--- src/rtl/posit_decode_pipe.sv ---
// posit_decode_pipe: two-stage valid/ready posit decoder (sign, flags, regime k, exponent, left-aligned significand).
// Optional out_scale = k*2^ES + exp when POSIT_DECODE_SCALE_EN is defined.
module posit_decode_pipe #(
    parameter int N  = 16,
    parameter int ES = 1,
    parameter int S  = $clog2(N),
    parameter int EW = (ES > 0 ? ES : 1)
) (
    input  logic           clk,
    input  logic           rst,
    input  logic           in_valid,
    output logic           in_ready,
    input  logic [N-1:0]   in_bits,
    output logic           out_valid,
    input  logic           out_ready,
    output logic           out_is_zero,
    output logic           out_is_nar,
    output logic           out_sign,
    output logic [S:0]     out_k,
    output logic [EW-1:0]  out_exp,
    output logic [N-1:0]   out_frac
`ifdef POSIT_DECODE_SCALE_EN
    ,
    output logic [S+ES:0]  out_scale
`endif
);
    logic           en1, en2, v1, sign1, zero1, nar1, reg_s1, done, special;
    logic [N-1:0]   abs_c, abs1, rem, rem_sh, frac_c;
    logic [S-1:0]   run_c, run1;
    logic [S:0]     run_w, reg_len, k_c;
    logic [EW-1:0]  exp_c;

    assign en2      = !out_valid || out_ready;
    assign en1      = !v1 || en2;
    assign in_ready = en1;

    // Regime run length: leading bits matching abs[N-2], counted below the sign position
    always_comb begin
        abs_c = in_bits[N-1] ? -in_bits : in_bits;
        run_c = '0;
        done  = 1'b0;
        for (int i = N - 2; i >= 0; i--) begin
            if (!done && abs_c[i] == abs_c[N-2]) run_c = run_c + S'(1);
            else done = 1'b1;
        end
    end

    always_ff @(posedge clk or posedge rst) begin
        if (rst) begin
            v1     <= 1'b0;
            sign1  <= 1'b0;
            zero1  <= 1'b0;
            nar1   <= 1'b0;
            abs1   <= '0;
            reg_s1 <= 1'b0;
            run1   <= '0;
        end else if (en1) begin
            v1     <= in_valid;
            sign1  <= in_bits[N-1];
            zero1  <= in_bits == '0;
            nar1   <= in_bits == {1'b1, {(N-1){1'b0}}};
            abs1   <= abs_c;
            reg_s1 <= abs_c[N-2];
            run1   <= run_c;
        end
    end

    // Skip sign, regime run and terminator; shifts past the LSB fill with zeros
    always_comb begin
        run_w   = (S+1)'(run1);
        reg_len = (run1 == S'(N - 1)) ? (S+1)'(N - 1) : run_w + (S+1)'(1);
        rem     = abs1 << (reg_len + (S+1)'(1));
        rem_sh  = rem << ES;
        k_c     = reg_s1 ? run_w - (S+1)'(1) : -run_w;
        exp_c   = (ES > 0) ? rem[N-1 -: EW] : '0;
        frac_c  = {1'b1, {(N-1){1'b0}}} | (rem_sh >> 1);
        special = zero1 || nar1;
    end

`ifdef POSIT_DECODE_SCALE_EN
    logic [S+ES:0] scale_c;
    assign scale_c = ((S+ES+1)'(signed'(k_c)) << ES) + (S+ES+1)'(exp_c);
`endif

    always_ff @(posedge clk or posedge rst) begin
        if (rst) begin
            out_valid   <= 1'b0;
            out_sign    <= 1'b0;
            out_is_zero <= 1'b0;
            out_is_nar  <= 1'b0;
            out_k       <= '0;
            out_exp     <= '0;
            out_frac    <= '0;
`ifdef POSIT_DECODE_SCALE_EN
            out_scale   <= '0;
`endif
        end else if (en2) begin
            out_valid   <= v1;
            out_sign    <= sign1;
            out_is_zero <= zero1;
            out_is_nar  <= nar1;
            out_k       <= special ? '0 : k_c;
            out_exp     <= special ? '0 : exp_c;
            out_frac    <= special ? '0 : frac_c;
`ifdef POSIT_DECODE_SCALE_EN
            out_scale   <= special ? '0 : scale_c;
`endif
        end
    end
endmodule
--- config.mk ---
export PLATFORM = sky130hd
export DESIGN_NAME = posit_decode_pipe
export DESIGN_NICKNAME = d
export VERILOG_FILES = /design/src/rtl/posit_decode_pipe.sv
export SDC_FILE = /design/constraint.sdc
export NUM_CORES = 1
export LEC_CHECK = 0
export CAP_MARGIN = 20
export CORE_MARGIN = 10
export CORE_UTILIZATION = 35
export DETAILED_ROUTE_END_ITERATION = 10
export RECOVER_POWER = 50
export SYNTH_ARGS = -nofsm -noshare
export SYNTH_HDL_FRONTEND = slang
export SYNTH_SLANG_ARGS = --single-unit
export TNS_END_PERCENT = 30
--- constraint.sdc ---
create_clock -name clk -period 5.2 [get_ports clk]
set_clock_uncertainty 0.2 [all_clocks]
set_input_delay 1.56 -clock clk [delete_from_list [all_inputs] [get_ports clk]]
set_output_delay 1.56 -clock clk [all_outputs]
set_load 0.05 [all_outputs]
# Word-level counts from Yosys, hierarchy flattened
# Index checks and enable logic that the tools add are counted.
[word_totals]
reg_bits = 51
output_inout_bits = 27
in_bits = 20
[classes]
n_shift = 1
n_addsub = 18
reduce_logical = 31
eq_ne = 16
mux = 33
[ops]
columns = ["operator", "count"]
rows = [
  ["4-bit 2-to-1 mux", 13],
  ["4-bit by 1-bit adder with 4-bit output (second input constant)", 12],
  ["16-bit 2-to-1 mux", 2],
  ["16-bit equality test (second input constant)", 1],
  ["16-bit logical NOT", 1],
  ["16-bit negation", 1],
  ["16-bit by 5-bit << shifter with 16-bit output", 1],
  ["5-bit 2-to-1 mux", 3],
  ["1-bit equality test", 14],
  ["1-bit logical NOT", 14],
  ["1-bit 2-to-1 mux", 14],
  ["1-bit logical AND", 13],
  ["4-bit by 1-bit adder with 5-bit output (second input constant)", 1],
  ["5-bit by 1-bit adder with 5-bit output (second input constant)", 1],
  ["4-bit negation with 5-bit output", 1],
  ["4-bit by 1-bit subtractor with 5-bit output (second input constant)", 1],
  ["4-bit equality test (second input constant)", 1],
  ["2-bit by 1-bit adder with 3-bit output (second input constant)", 1],
  ["1-bit logical OR", 3],
  ["2-bit 2-to-1 mux", 1],
]

# Longest topological paths before layout
# Gate-level depths: netlist of run 1.
[logic_depth]
word_depth = 41
ltp_mapped = 33

# Worst setup path after synthesis of run 1
# No wires, ideal clock.
[synth_timing]
path_type = "input to register"
start = "input in_bits[0]"
end = "register run1[2]"
setup_time_ns = 0.129
path_slack_ns = -2.669
stages = 33
arrival_ns = 7.540
path_buffers = 2
required_time_ns = 4.871
cell_sequence = "clkbuf_1 > inv_1 > ha_1 > nor3b_1 > a41o_1 > xor2_1 > clkbuf_1 > nor2_1 > a22o_1 > a21oi_1 > ha_1 > o21a_1 > ha_1 > nand2_1 > o2bb2ai_1 > ha_1 > nor3_1 > a21o_1 > a21oi_1 > ha_1 > and2_1 > mux2_2 > nor3_1 > nor3_1 > ha_1 > a21oi_1 > a211oi_1 > ha_1 > nand2_1 > xnor2_1 > nand2_1 > xnor2_1 > o21ai_1"
[synth_via]
elab_chain_len = 41
word_cells_on_any_way = 81
classes_between = "14 x add/sub; 14 x eq/ne; 28 x mux; 25 x reduce/logical"
[synth_rtl]
columns = ["element", "line", "text"]
rows = [
  ["start: declaration", "13", "input logic [N-1:0] in_bits,"],
  ["16-bit negation", "39", "abs_c = in_bits[N-1] ? -in_bits : in_bits;"],
  ["16-bit 2-to-1 mux *", "39", ""],
  ["branches (longest 38 deep; another with 4-bit by 1-bit adder with 4-bit output)", "n/a", ""],
  ["4-bit 2-to-1 mux *", "43", "if (!done && abs_c[i] == abs_c[N-2]) run_c = run_c + S'(1);"],
  ["end signal: assignment", "64", "run1 <= run_c;"],
  ["end: declaration", "29", "logic [S-1:0] run_c, run1;"],
]
# Every way passes the cells marked *.
# A chain may end at the register's enable or synchronous reset.

# Worst setup path after layout of run 1
[layout_timing]
start = "input in_bits[2]"
end = "register run1[2]"
# The elaborated chain is that of the path after synthesis.

==> results of run 1 <==
## metal layers
metal | part of all wire (%) | wire length (um)
met1 | 45 | 5210
met2 | 49 | 5700
met3 | 3.9 | 449
met4 | 2.6 | 305
met5 | 0 | 0
## layout make-up
| class | count | area, um2 | share of cell area (%) |
|---|---|---|---|
| clock buffer | 5 | 125 | 2.12 |
| multi-input combinational | 397 | 2920 | 49.4 |
| timing repair buffer | 166 | 1340 | 22.6 |
| inverter | 14 | 52.6 | 0.889 |
| tap | 143 | 179 | 3.03 |
| sequential | 50 | 1250 | 21.2 |
| clock inverter | 3 | 47.5 | 0.804 |
## worst min path at each step
stage / start / endpoint / slack, ns
floorplan: v1$_DFFE_PP0P_ / out_valid$_DFFE_PP0P_ / 0.23
global placement: v1$_DFFE_PP0P_ / out_valid$_DFFE_PP0P_ / 0.23
detailed placement: v1$_DFFE_PP0P_ / out_valid$_DFFE_PP0P_ / 0.25
CTS: v1$_DFFE_PP0P_ / out_valid$_DFFE_PP0P_ / 0.27
global route: v1$_DFFE_PP0P_ / out_valid$_DFFE_PP0P_ / 0.29
finish: v1$_DFFE_PP0P_ / out_valid$_DFFE_PP0P_ / 0.27
## cell usage after synthesis, drive strengths merged, types with 4 or more instances
master | count | share of area, %
a211oi | 7 | 1.4
a21o | 6 | 1.1
a21oi | 23 | 2.9
a22o | 6 | 1.3
a31oi | 11 | 1.7
and2 | 8 | 1.2
and4 | 4 | 0.85
clkbuf | 29 | 2.6
dfrtp | 50 | 30
ha | 15 | 4.5
inv | 14 | 1.3
mux2 | 7 | 1.9
mux2i | 37 | 8.9
nand2 | 56 | 5.1
nand3 | 11 | 1.3
nor2 | 43 | 3.9
nor2b | 9 | 1.4
nor3 | 9 | 1.1
nor4 | 7 | 1.2
o21ai | 37 | 4.5
o31ai | 4 | 0.72
o41ai | 6 | 1.3
or2 | 6 | 0.91
or3 | 5 | 0.88
xnor2 | 21 | 4.4
xor2 | 10 | 2.1
## worst register-to-register path, stage by stage (launching register included)
cell                      delay, ns
sky130_fd_sc_hd__dfrtp_1       0.47
sky130_fd_sc_hd__ha_1          0.28
sky130_fd_sc_hd__nand3_1       0.12
sky130_fd_sc_hd__nand2_1       0.48
sky130_fd_sc_hd__ha_1          1.00
sky130_fd_sc_hd__o21ai_0       0.36
sky130_fd_sc_hd__mux2i_1       0.21
sky130_fd_sc_hd__nor2_1        0.06
sky130_fd_sc_hd__a31oi_1       0.17
sky130_fd_sc_hd__o21ai_0       0.10
## power breakdown
group | total [mW] | switching (mW) | internal (mW)
Sequential | 0.543 | 0.0613 | 0.482
Clock | 0.378 | 0.147 | 0.230
Combinational | 1.30 | 0.750 | 0.553
Total | 2.22 | 0.958 | 1.27
## logic make-up (layout without fill, tap and decap cells)
| group | Yosys count | count (layout) | share of synthesized area, % |
|---|---|---|---|
| xor gates and xnor gates | 32 | 32 | 7.13 |
| adders and majority gates | 15 | 15 | 4.53 |
| AOI/OAI and AO/OA | 124 | 124 | 19.8 |
| muxes | 46 | 46 | 11.9 |
| and+or+nand+nor | 180 | 180 | 22.1 |
| buffers and inverters | 45 | 188 | 4.29 |
| DFF | 50 | 50 | 30.2 |
## state kept, by name (all words and copies together) (netlist names)
register	flops
out_exp	1
v1	1
out_k	5
out_is_zero	1
out_valid	1
out_frac	16
abs1	16
sign1	1
out_is_nar	1
nar1	1
run1	4
out_sign	1
zero1	1
## repair_timing
| item | in CTS | in global routing |
|---|---|---|
| buffers inserted | 8 | 2 |
| setup endpoints to repair | 3 | 3 |
| pin swaps | 29 | 21 |
| endpoints found under the hold margin | 0 | 0 |
| resized for setup | 51 | 9 |
==> PnR_summary.wiki, run 1 <==
{| class="wikitable"
! Metric !! Value
|-
| Setup WS post-layout || -2.12 ns
|-
| Flops & latches, synth || 50
|-
| Placed standard-cell area || 5510 um2
|-
| Total overflow reported by the global router || 0
|-
| Slowest cell on crit path || sky130_fd_sc_hd__or4_4
|-
| Critical register-to-register path startpoint || run1[0]$_DFFE_PP0P_
|-
| Cell chosen for the clock root || sky130_fd_sc_hd__clkbuf_16
|-
| Max-Slew Margin vs Limit || 1.43%
|-
| Crit path buffers/inverters || 1
|-
| Slew at the pin with the worst max-slew slack || 1.48 ns
|-
| Met2 track demand over resource || 25.0%
|-
| TritonCTS clock tree || done
|-
| Overall Global Routing Usage || 14.0%
|-
| Power per standard cell area || 376 nW/um2
|-
| Pin count of the biggest net entering global routing || 51
|-
| Arrival @ worst endpoint || 7.34 ns
|-
| Total power draw || 2.22 mW
|-
| Final HPWL from detailed placement || 9.23 mm
|-
| Total die area || 16600 um2
|-
| Worst hold slack || 0.268 ns
|-
| R2R depth || 9
|-
| Unrepaired setup endpoints after global routing || true
|-
| First-pass GRT wire length || 19.7 mm
|-
| Failing checks || negative setup slack
|-
| Site Rows || 39
|-
| Top-level I/O count || 47
|-
| Final Hold Vio Count || 0
|-
| Wire per inst || 15.0 um
|-
| Min cycle time layout || 7.32 ns
|-
| Count of different cell masters after synthesis || 66
|-
| Most repeated library cell on the critical path || sky130_fd_sc_hd__ha_1
|-
| Util after Layout || 51.3%
|-
| Number of maximum-capacitance violations || 0
|-
| Leakage dissipation || 2.63 nW
|-
| Highest achievable clock rate || 0.137 GHz
|-
| Gate family responsible for the most delay along the worst path || compound AO/OA/AOI/OAI gates
|-
| Beginning of the critical path || in_bits[2]
|-
| Insertion delay of the later-clocked pin in the worst-skew pair || 0.29 ns
|-
| Final #Nets || 669
|-
| Drt first pass iters || 4
|-
| Starting Density || 36.0%
|-
| Status || finished with violations
|-
| Clock Sink Count || 50
|-
| Leading cell types in the layout, fill and taps excluded || 119 x sky130_fd_sc_hd__buf_4, 54 x sky130_fd_sc_hd__nand2_1, 50 x sky130_fd_sc_hd__dfrtp_1
|-
| Antenna violations before repair || 0
|-
| Commonest non-fill, non-tap cell in the layout || sky130_fd_sc_hd__buf_4
|-
| Required time of the worst setup path || 5.22 ns
|-
| Finish-stage setup viols || 3
|-
| Fraction of met3 tracks used by global routing || 2.30%
|-
| CP max FO || 3
|-
| WHS Path Cells || 1
|-
| Routed via count || 4106
|-
| Proportion of synthesized flip-flops having asynchronous set or reset || 100%
|-
| TritonCTS Buffers || 5
|-
| Final instance area || 5910 um2
|-
| Met1 track utilization from global routing || 16.5%
|-
| Start-to-end type of the worst setup path || input port to register
|-
| Maximum VDD drop || 0.163 mV
|-
| Buffer levels on the longest clock path || 2
|-
| Post-route ant nets || 0
|-
| Inst Count DP || 760
|-
| TNS Setup || -6.17 ns
|-
| Capture point of the critical path || run1[2]$_DFFE_PP0P_
|-
| Sum of routed wire length over all layers || 11.7 mm
|-
| Stage delay of the slowest cell on the critical path || 0.54 ns
|-
| Number of design rule violations left after detail routing || 0
|-
| Post-synth EDFFs || 0
|-
| Die width || 129 um
|-
| Chip height || 129 um
|-
| Global routing's busiest layer || met2
|-
| Synthesized netlist cell count || 492
|-
| Net count of the mapped netlist || 527
|-
| Fraction of layout instances using a drive strength above 1 || 29.3%
|-
| Sequential element share of the synthesized area || 30.2%
|-
| CP Launch Type || input port
|-
| Area inside the core boundary || 11500 um2
|-
| Primary FF master, synth || sky130_fd_sc_hd__dfrtp_1
|-
| Number of fillers in the final layout || 1097
|-
| Iteration-0 DRC count of the detailed router || 172
|-
| Number of buffers added on ports || 46
|-
| Capture instance of the worst register-to-register path || out_frac[10]$_DFFE_PP0P_
|-
| Worst setup EP type || register
|-
| Non-filler cells in the finished layout || 778
|-
| FF-to-FF setup slack || 1.60 ns
|-
| Post-route fraction of the period consumed by the critical path || 141%
|-
| Post-CTS Hold Fix Bufs || 0
|-
| Class of the worst hold path || register to register
|-
| Critical path depth in cells || 30
|-
| Final Max Tran Viols || 0
|-
| Netlist area before placement || 4140 um2
|-
| H-Tree Depth || 2
|-
| RD Place Congestion || 0.828
|-
| Worst slack, placed || -3.02 ns
|-
| Area Growth Syn to Fin || 42.7%
|-
| Via count of the first global-routing pass || 4207
|-
| Number of synthesis warnings || 0
|-
| Via count normalized by instance count || 5.28
|-
| CTS clk-pin slew, worst paths || 0.07 ns
|-
| Antenna cells || 0
|-
| Synthesized area per cell || 8.42 um2
|}
No activity file was read; power rests on OpenSTA's default activity.
==> inputs of run 2 (changes only) <==
--- a/config.mk
+++ b/config.mk
@@ -9,4 +9,6 @@
 export CORE_MARGIN = 10
 export CORE_UTILIZATION = 35
+export CTS_CLUSTER_DIAMETER = 60
+export CTS_CLUSTER_SIZE = 25
 export DETAILED_ROUTE_END_ITERATION = 10
 export RECOVER_POWER = 50
==> constraint.sdc (replaced) <==
create_clock -name clk -period 5.2 [get_ports clk]
set_clock_uncertainty 0.2 [all_clocks]
set_input_delay 1.04 -clock clk [delete_from_list [all_inputs] [get_ports clk]]
set_output_delay 1.04 -clock clk [all_outputs]
set_load 0.05 [all_outputs]
==> PnR_summary.wiki, run 2 (synthesis gave the netlist of run 1 again) <==
{| class="wikitable"
! Metric !! Value
|-
| Inst Count DP || 755 (-0.66%)
|-
| Total die area || 16600 um2 (unchanged)
|-
| Cell-internal power || 1.27 mW (+0.42%)
|-
| Post-CTS Hold Fix Bufs || 0 (unchanged)
|-
| Highest achievable clock rate || 0.146 GHz (+7.1%)
|-
| Relative contribution of the clock network to total power || 16.9% (about the same)
|-
| Post-route fraction of the period consumed by the critical path || 131% (-9.3 points)
|-
| Maximum VDD drop || 0.165 mV (+1.4%)
|-
| Fraction of layout instances using a drive strength above 1 || 29.3% (+0.046 points)
|-
| Clock Sink Count || 50 (unchanged)
|-
| Insertion delay of the later-clocked pin in the worst-skew pair || 0.29 ns (about the same)
|-
| Global routing's busiest layer || met2
|-
| Final #Nets || 668 (-0.15%)
|-
| CP max FO || 3 (unchanged)
|-
| Total power draw || 2.24 mW (+0.62%)
|-
| Non-filler cells in the finished layout || 777 (-0.13%)
|-
| Switching part of the total || 43.2% (+0.11 points)
|-
| Max-Slew Margin vs Limit || -1.45% (-2.9 points)
|-
| Area inside the core boundary || 11500 um2 (unchanged)
|-
| CP Launch Type || input port
|-
| Antenna cells || 0 (unchanged)
|-
| Power per standard cell area || 378 nW/um2 (+0.37%)
|-
| Unrepaired setup endpoints after global routing || true
|-
| Required time of the worst setup path || 5.18 ns (-0.04 ns)
|-
| Sum of routed wire length over all layers || 11.8 mm (+1.2%)
|-
| Area of the multi-input gates || 2950 um2 (+0.90%)
|-
| Net switching power of the design || 0.967 mW (+0.88%)
|-
| Failing checks || max-capacitance violations, max-slew violations, negative setup slack
|-
| Finish-stage setup viols || 3 (unchanged)
|-
| Setup WS post-layout || -1.63 ns (+0.485 ns)
|-
| First-pass GRT wire length || 19.2 mm (-2.8%)
|-
| CTS clk-pin slew, worst paths || 0.07 ns (about the same)
|-
| Number of fillers in the final layout || 1094 (-0.27%)
|-
| Sequential cell area || 1250 um2 (unchanged)
|-
| Stage delay of the slowest cell on the critical path || 0.53 ns (about the same)
|-
| Min cycle time layout || 6.83 ns (-0.485 ns)
|-
| Slowest cell on crit path || sky130_fd_sc_hd__or4_4
|-
| Antenna violations before repair || 0 (unchanged)
|-
| Site Rows || 39 (unchanged)
|-
| Wire per inst || 15.2 um (+1.4%)
|-
| H-Tree Depth || 2 (unchanged)
|-
| Drt first pass iters || 4 (unchanged)
|-
| Leakage dissipation || 2.63 nW (+0.24%)
|-
| Cell chosen for the clock root || sky130_fd_sc_hd__clkbuf_16
|-
| Most repeated library cell on the critical path || sky130_fd_sc_hd__ha_1
|-
| Final HPWL from detailed placement || 9.22 mm (-0.16%)
|-
| TritonCTS Buffers || 5 (unchanged)
|-
| Number of design rule violations left after detail routing || 0 (unchanged)
|-
| Via count normalized by instance count || 5.29 (+0.20%)
|-
| Commonest non-fill, non-tap cell in the layout || sky130_fd_sc_hd__buf_4
|-
| Status || finished with violations
|-
| Combinational fraction of design power || 58.8% (+0.2 points)
|-
| Overall Global Routing Usage || 13.8% (-0.26 points)
|-
| Routed via count || 4109 (+0.073%)
|-
| Number of maximum-capacitance violations || 1 (+1)
|-
| Number of buffers added on ports || 46 (unchanged)
|-
| Worst setup EP type || register
|-
| Top-level I/O count || 47 (unchanged)
|-
| Slew at the pin with the worst max-slew slack || 1.52 ns (+0.0432 ns)
|-
| Met2 track demand over resource || 25.5% (+0.49 points)
|-
| Area Growth Syn to Fin || 43.1%
|-
| Class of the worst hold path || register to register
|-
| Post-route ant nets || 0 (unchanged)
|-
| Final Max Tran Viols || 30 (+30)
|-
| Fraction of met3 tracks used by global routing || 2.26% (-0.041 points)
|-
| Largest registers || abs1 (16), out_frac (16), out_k (5)
|-
| Pin count of the biggest net entering global routing || 51 (unchanged)
|-
| Met1 track utilization from global routing || 15.8% (-0.69 points)
|-
| Iteration-0 DRC count of the detailed router || 165 (-4.1%)
|-
| Starting Density || 36.0% (unchanged)
|-
| TritonCTS clock tree || done
|-
| Leading cell types in the layout, fill and taps excluded || 117 x sky130_fd_sc_hd__buf_4, 54 x sky130_fd_sc_hd__nand2_1, 50 x sky130_fd_sc_hd__dfrtp_1
|-
| Total overflow reported by the global router || 0 (unchanged)
|-
| Start-to-end type of the worst setup path || input port to register
|-
| Chip height || 129 um (unchanged)
|-
| Buffer levels on the longest clock path || 2 (unchanged)
|-
| Via count of the first global-routing pass || 4075 (-3.1%)
|-
| Arrival @ worst endpoint || 6.81 ns (-0.53 ns)
|-
| Portion of total power attributed to sequential cells || 24.4% (about the same)
|-
| Die width || 129 um (unchanged)
|-
| Final Hold Vio Count || 0 (unchanged)
|-
| RD Place Congestion || 0.837 (+1.1%)
|}
[run 2: changes by cell type in the layout (fill, tap and decap cells not counted), sizes merged]
cell,before,now
clkbuf,7,9
buf,122,121
dlygate4sd2,5,3
[run 2: path summary, 6_finish.rpt]
check	startpoint	end	slack [ns]	cells past startpoint
min reg2reg	v1$_DFFE_PP0P_	out_valid$_DFFE_PP0P_	0.27	1
max reg2reg	run1[0]$_DFFE_PP0P_	out_exp$_DFFE_PP0P_	1.61	8
max	in_bits[2]	run1[2]$_DFFE_PP0P_	-1.63	30
min in group asynchronous	rst	abs1[12]$_DFFE_PP0P_	1.13	2
max in group asynchronous	rst	run1[0]$_DFFE_PP0P_	1.80	3
min	v1$_DFFE_PP0P_	out_valid$_DFFE_PP0P_	0.27	1
[run 2: power by group through the flow]
| stage | logic (mW) | registers, mW | clock network (mW) |
|---|---|---|---|
| 2_1_floorplan | 0.610 | 0.782 | 0 |
| 3_3_place_gp | 1.23 | 0.548 | 0 |
| 3_5_place_dp | 1.25 | 0.555 | 0 |
| 4_1_cts | 1.29 | 0.547 | 0.386 |
| 5_1_grt | 1.42 | 0.558 | 0.397 |
| 6_report | 1.32 | 0.545 | 0.377 |
[run 2: stage by stage]
stage                     setup TNS [ns]  setup slack (ns)  hold WS [ns]  util (%)  area (um2)
final                              -4.71             -1.63         0.268      51.5        5930
after floorplan                    -5.23             -1.81         0.230         -        4180
after CTS                          -5.06             -1.78         0.273      50.4        5800
after global routing               -5.49             -1.90         0.302      51.5        5930
after detailed placement           -7.13             -2.46         0.247      47.5        5470
after global placement             -6.44             -2.22         0.251      47.5        5470
[run 2: metal layers]
layer  up-vias  wire [um]  part of all wire, %
met4         0        178                  1.5
met3        14        497                  4.2
li1       2071          -                    -
met1      1951       5150                   44
met5         -          0                    0
met2        73       5980                   51
[run 2: worst max-delay path: cells and delay by family]
kind / cells / cell delay (ns)
multiplexers: 2 / 0.31
AND/OR/NAND/NOR: 10 / 2.24
XOR/XNOR: 2 / 0.22
AO/OA/AOI/OAI: 9 / 1.52
adder cells (fa/ha/maj): 4 / 1.11
buffers and inverters: 3 / 0.34
[run 2: area by class of cell]
| class | count | area share (%) |
|---|---|---|
| inverter | 14 | 0.887 |
| timing repair buffer | 165 | 22.4 |
| clock buffer | 5 | 2.11 |
| multi-input combinational | 397 | 49.7 |
| sequential | 50 | 21.1 |
| tap | 143 | 3.02 |
| clock inverter | 3 | 0.802 |
[run 2: what timing repair did]
item / in CTS / in global routing
setup endpoints to repair: 3 / 3
resized for setup: 47 / 22
cloned: 0 / 0
pin swaps: 26 / 23
buffers inserted: 8 / 5
==> inputs of run 3 (changes only) <==
Settings changed: CTS_BUF_LIST from default to sky130_fd_sc_hd__clkbuf_4.
==> PnR_summary.wiki, run 3 (synthesis gave the netlist of run 1 again) <==
{| class="wikitable"
! Metric !! Value
|-
| Status || finished with violations
|-
| Failing checks || max-capacitance violations, max-slew violations, negative setup slack
|-
| Sum of routed wire segments on met1 || 5.08 mm (-1.5%)
|-
| H-Tree Depth || 2 (unchanged)
|-
| Total die area || 16600 um2 (unchanged)
|-
| Iteration-0 DRC count of the detailed router || 150 (-9.1%)
|-
| Final HPWL from detailed placement || 9.22 mm (unchanged)
|-
| Worst setup EP type || register
|-
| CTS clk-pin slew, worst paths || 0.15 ns (+0.08 ns)
|-
| Total power draw || 2.09 mW (-6.7%)
|-
| Fraction of layout instances using a drive strength above 1 || 29.3% (unchanged)
|-
| Wire per inst || 15.0 um (-0.98%)
|-
| Slowest cell on crit path || sky130_fd_sc_hd__or4_4
|-
| Area Growth Syn to Fin || 41.0%
|-
| R2R depth || 8 (unchanged)
|-
| Top metal layer carrying routed signals || met4
|-
| Class of the worst hold path || register to register
|-
| Buffer levels on the longest clock path || 2 (unchanged)
|-
| Area inside the core boundary || 11500 um2 (unchanged)
|-
| Number of maximum-capacitance violations || 1 (unchanged)
|-
| WHS Path Cells || 1 (unchanged)
|-
| Antenna cells || 0 (unchanged)
|-
| Maximum VDD drop || 0.159 mV (-3.8%)
|-
| Post-route ant nets || 0 (unchanged)
|-
| Setup WS post-layout || -1.54 ns (+0.0976 ns)
|-
| Area of the multi-input gates || 2950 um2 (unchanged)
|-
| Clock Sink Count || 50 (unchanged)
|-
| Number of design rule violations left after detail routing || 0 (unchanged)
|-
| Final #Nets || 668 (unchanged)
|-
| Stage delay of the slowest cell on the critical path || 0.53 ns (about the same)
|-
| Post-route fraction of the period consumed by the critical path || 130% (-1.9 points)
|-
| TritonCTS Buffers || 5 (unchanged)
|-
| TritonCTS clock tree || done
|-
| Overall Global Routing Usage || 13.6% (-0.18 points)
|-
| Power per standard cell area || 358 nW/um2 (-5.3%)
|-
| Die width || 129 um (unchanged)
|-
| Leakage dissipation || 2.59 nW (-1.4%)
|-
| Commonest non-fill, non-tap cell in the layout || sky130_fd_sc_hd__buf_4
|-
| Chip height || 129 um (unchanged)
|-
| Total overflow reported by the global router || 0 (unchanged)
|-
| Unrepaired setup endpoints after global routing || true
|-
| Max-Slew Margin vs Limit || -0.972% (+0.48 points)
|-
| Sequential cell area || 1250 um2 (unchanged)
|-
| Detailed route wirelength on metal2 || 5.92 mm (-0.92%)
|-
| CP max FO || 3 (unchanged)
|-
| Startpoint of the most critical hold path || v1$_DFFE_PP0P_
|-
| CP Launch Type || input port
|-
| Capture endpoint of the worst hold path || out_valid$_DFFE_PP0P_
|-
| Routed via count || 4105 (-0.097%)
|-
| Critical register-to-register path startpoint || run1[0]$_DFFE_PP0P_
|-
| Final Max Tran Viols || 30 (unchanged)
|-
| Required time of the worst setup path || 5.30 ns (+0.12 ns)
|-
| Cell chosen for the clock root || sky130_fd_sc_hd__clkbuf_4
|-
| Sum of met3 wire segment lengths after detailed routing || 513 um (+3.2%)
|-
| Insertion delay of the later-clocked pin in the worst-skew pair || 0.37 ns (+0.08 ns)
|-
| Antenna violations before repair || 0 (unchanged)
|-
| Crit path buffers/inverters || 1 (-2)
|-
| RD Place Congestion || 0.837 (unchanged)
|-
| Arrival @ worst endpoint || 6.84 ns (+0.03 ns)
|-
| Pin count of the biggest net entering global routing || 51 (unchanged)
|-
| Placed standard-cell area || 5470 um2 (unchanged)
|-
| First-pass GRT wire length || 19.1 mm (-0.69%)
|-
| Drt first pass iters || 4 (unchanged)
|-
| Min cycle time layout || 6.74 ns (-0.0976 ns)
|-
| Highest achievable clock rate || 0.148 GHz (+1.4%)
|-
| Non-filler cells in the finished layout || 777 (unchanged)
|-
| Starting Density || 36.0% (unchanged)
|-
| Via count of the first global-routing pass || 4057 (-0.44%)
|-
| Leading cell types in the layout, fill and taps excluded || 116 x sky130_fd_sc_hd__buf_4, 54 x sky130_fd_sc_hd__nand2_1, 50 x sky130_fd_sc_hd__dfrtp_1
|-
| Post-CTS Hold Fix Bufs || 0 (unchanged)
|-
| Number of buffers added on ports || 46 (unchanged)
|-
| Top-level I/O count || 47 (unchanged)
|-
| Inst Count DP || 755 (unchanged)
|-
| Slew at the pin with the worst max-slew slack || 1.51 ns (-0.00714 ns)
|-
| Final instance area || 5840 um2 (-1.4%)
|-
| Capture instance of the worst register-to-register path || out_exp$_DFFE_PP0P_
|-
| Gate family responsible for the most delay along the worst path || compound AO/OA/AOI/OAI gates
|-
| Largest registers || abs1 (16), out_frac (16), out_k (5)
|-
| Most repeated library cell on the critical path || sky130_fd_sc_hd__ha_1
|-
| Site Rows || 39 (unchanged)
|-
| Final Hold Vio Count || 0 (unchanged)
|-
| TNS Setup || -4.40 ns (+0.302 ns)
|-
| Sum of routed wire length over all layers || 11.7 mm (-0.98%)
|-
| Number of fillers in the final layout || 1100 (+0.55%)
|-
| Start-to-end type of the worst setup path || input port to register
|-
| FF-to-FF setup slack || 1.61 ns (about the same)
|-
| Finish-stage setup viols || 3 (unchanged)
|-
| Worst slack, placed || -2.46 ns (unchanged)
|-
| Via count normalized by instance count || 5.28 (about the same)
|}
run 3: how the worst max path moves through the flow:
stage / from / to / slack (ns) / cells after the start
2_1_floorplan: in_bits[4] / run1[2]$_DFFE_PP0P_ / -1.81 / 30
3_3_place_gp: in_bits[4] / run1[2]$_DFFE_PP0P_ / -2.22 / 30
3_5_place_dp: in_bits[4] / run1[2]$_DFFE_PP0P_ / -2.46 / 30
4_1_cts: in_bits[2] / run1[2]$_DFFE_PP0P_ / -1.68 / 30
5_1_grt: in_bits[2] / run1[2]$_DFFE_PP0P_ / -1.81 / 30
6_report: in_bits[2] / run1[2]$_DFFE_PP0P_ / -1.54 / 30
run 3: through the flow:
stage,utilization [%],hold WS (ns)
finish,50.7,0.286
global route,50.7,0.322
CTS,49.6,0.301
detailed placement,47.5,0.247
global placement,47.5,0.251
floorplan,-,0.230
run 3: metal layers:
metal | global-route usage, % | vias to the layer above
met4 | 3.14 | 0
met1 | 15.8 | 1945
li1 | - | 2070
met3 | 2.05 | 14
met5 | 0 | -
met2 | 25.5 | 76
run 3: repair_timing:
action | CTS | global route
endpoints found under the setup margin | 3 | 3
buffers inserted | 8 | 5
pin swaps | 26 | 23
gates resized for setup | 47 | 23
run 3: area by class of cell:
type | instances | area share [%]
clock buffer | 5 | 0.642
clock inverter | 3 | 0.814
inverter | 14 | 0.899
multi-input combinational | 397 | 50.4
sequential | 50 | 21.4
tap | 143 | 3.06
timing repair buffer | 165 | 22.7
run 3: report_power, final:
part	internal, mW	switching (mW)	total (mW)
clock	0.105	0.128	0.233
combinational	0.559	0.753	1.31
sequential	0.481	0.0625	0.543
total	1.15	0.944	2.09
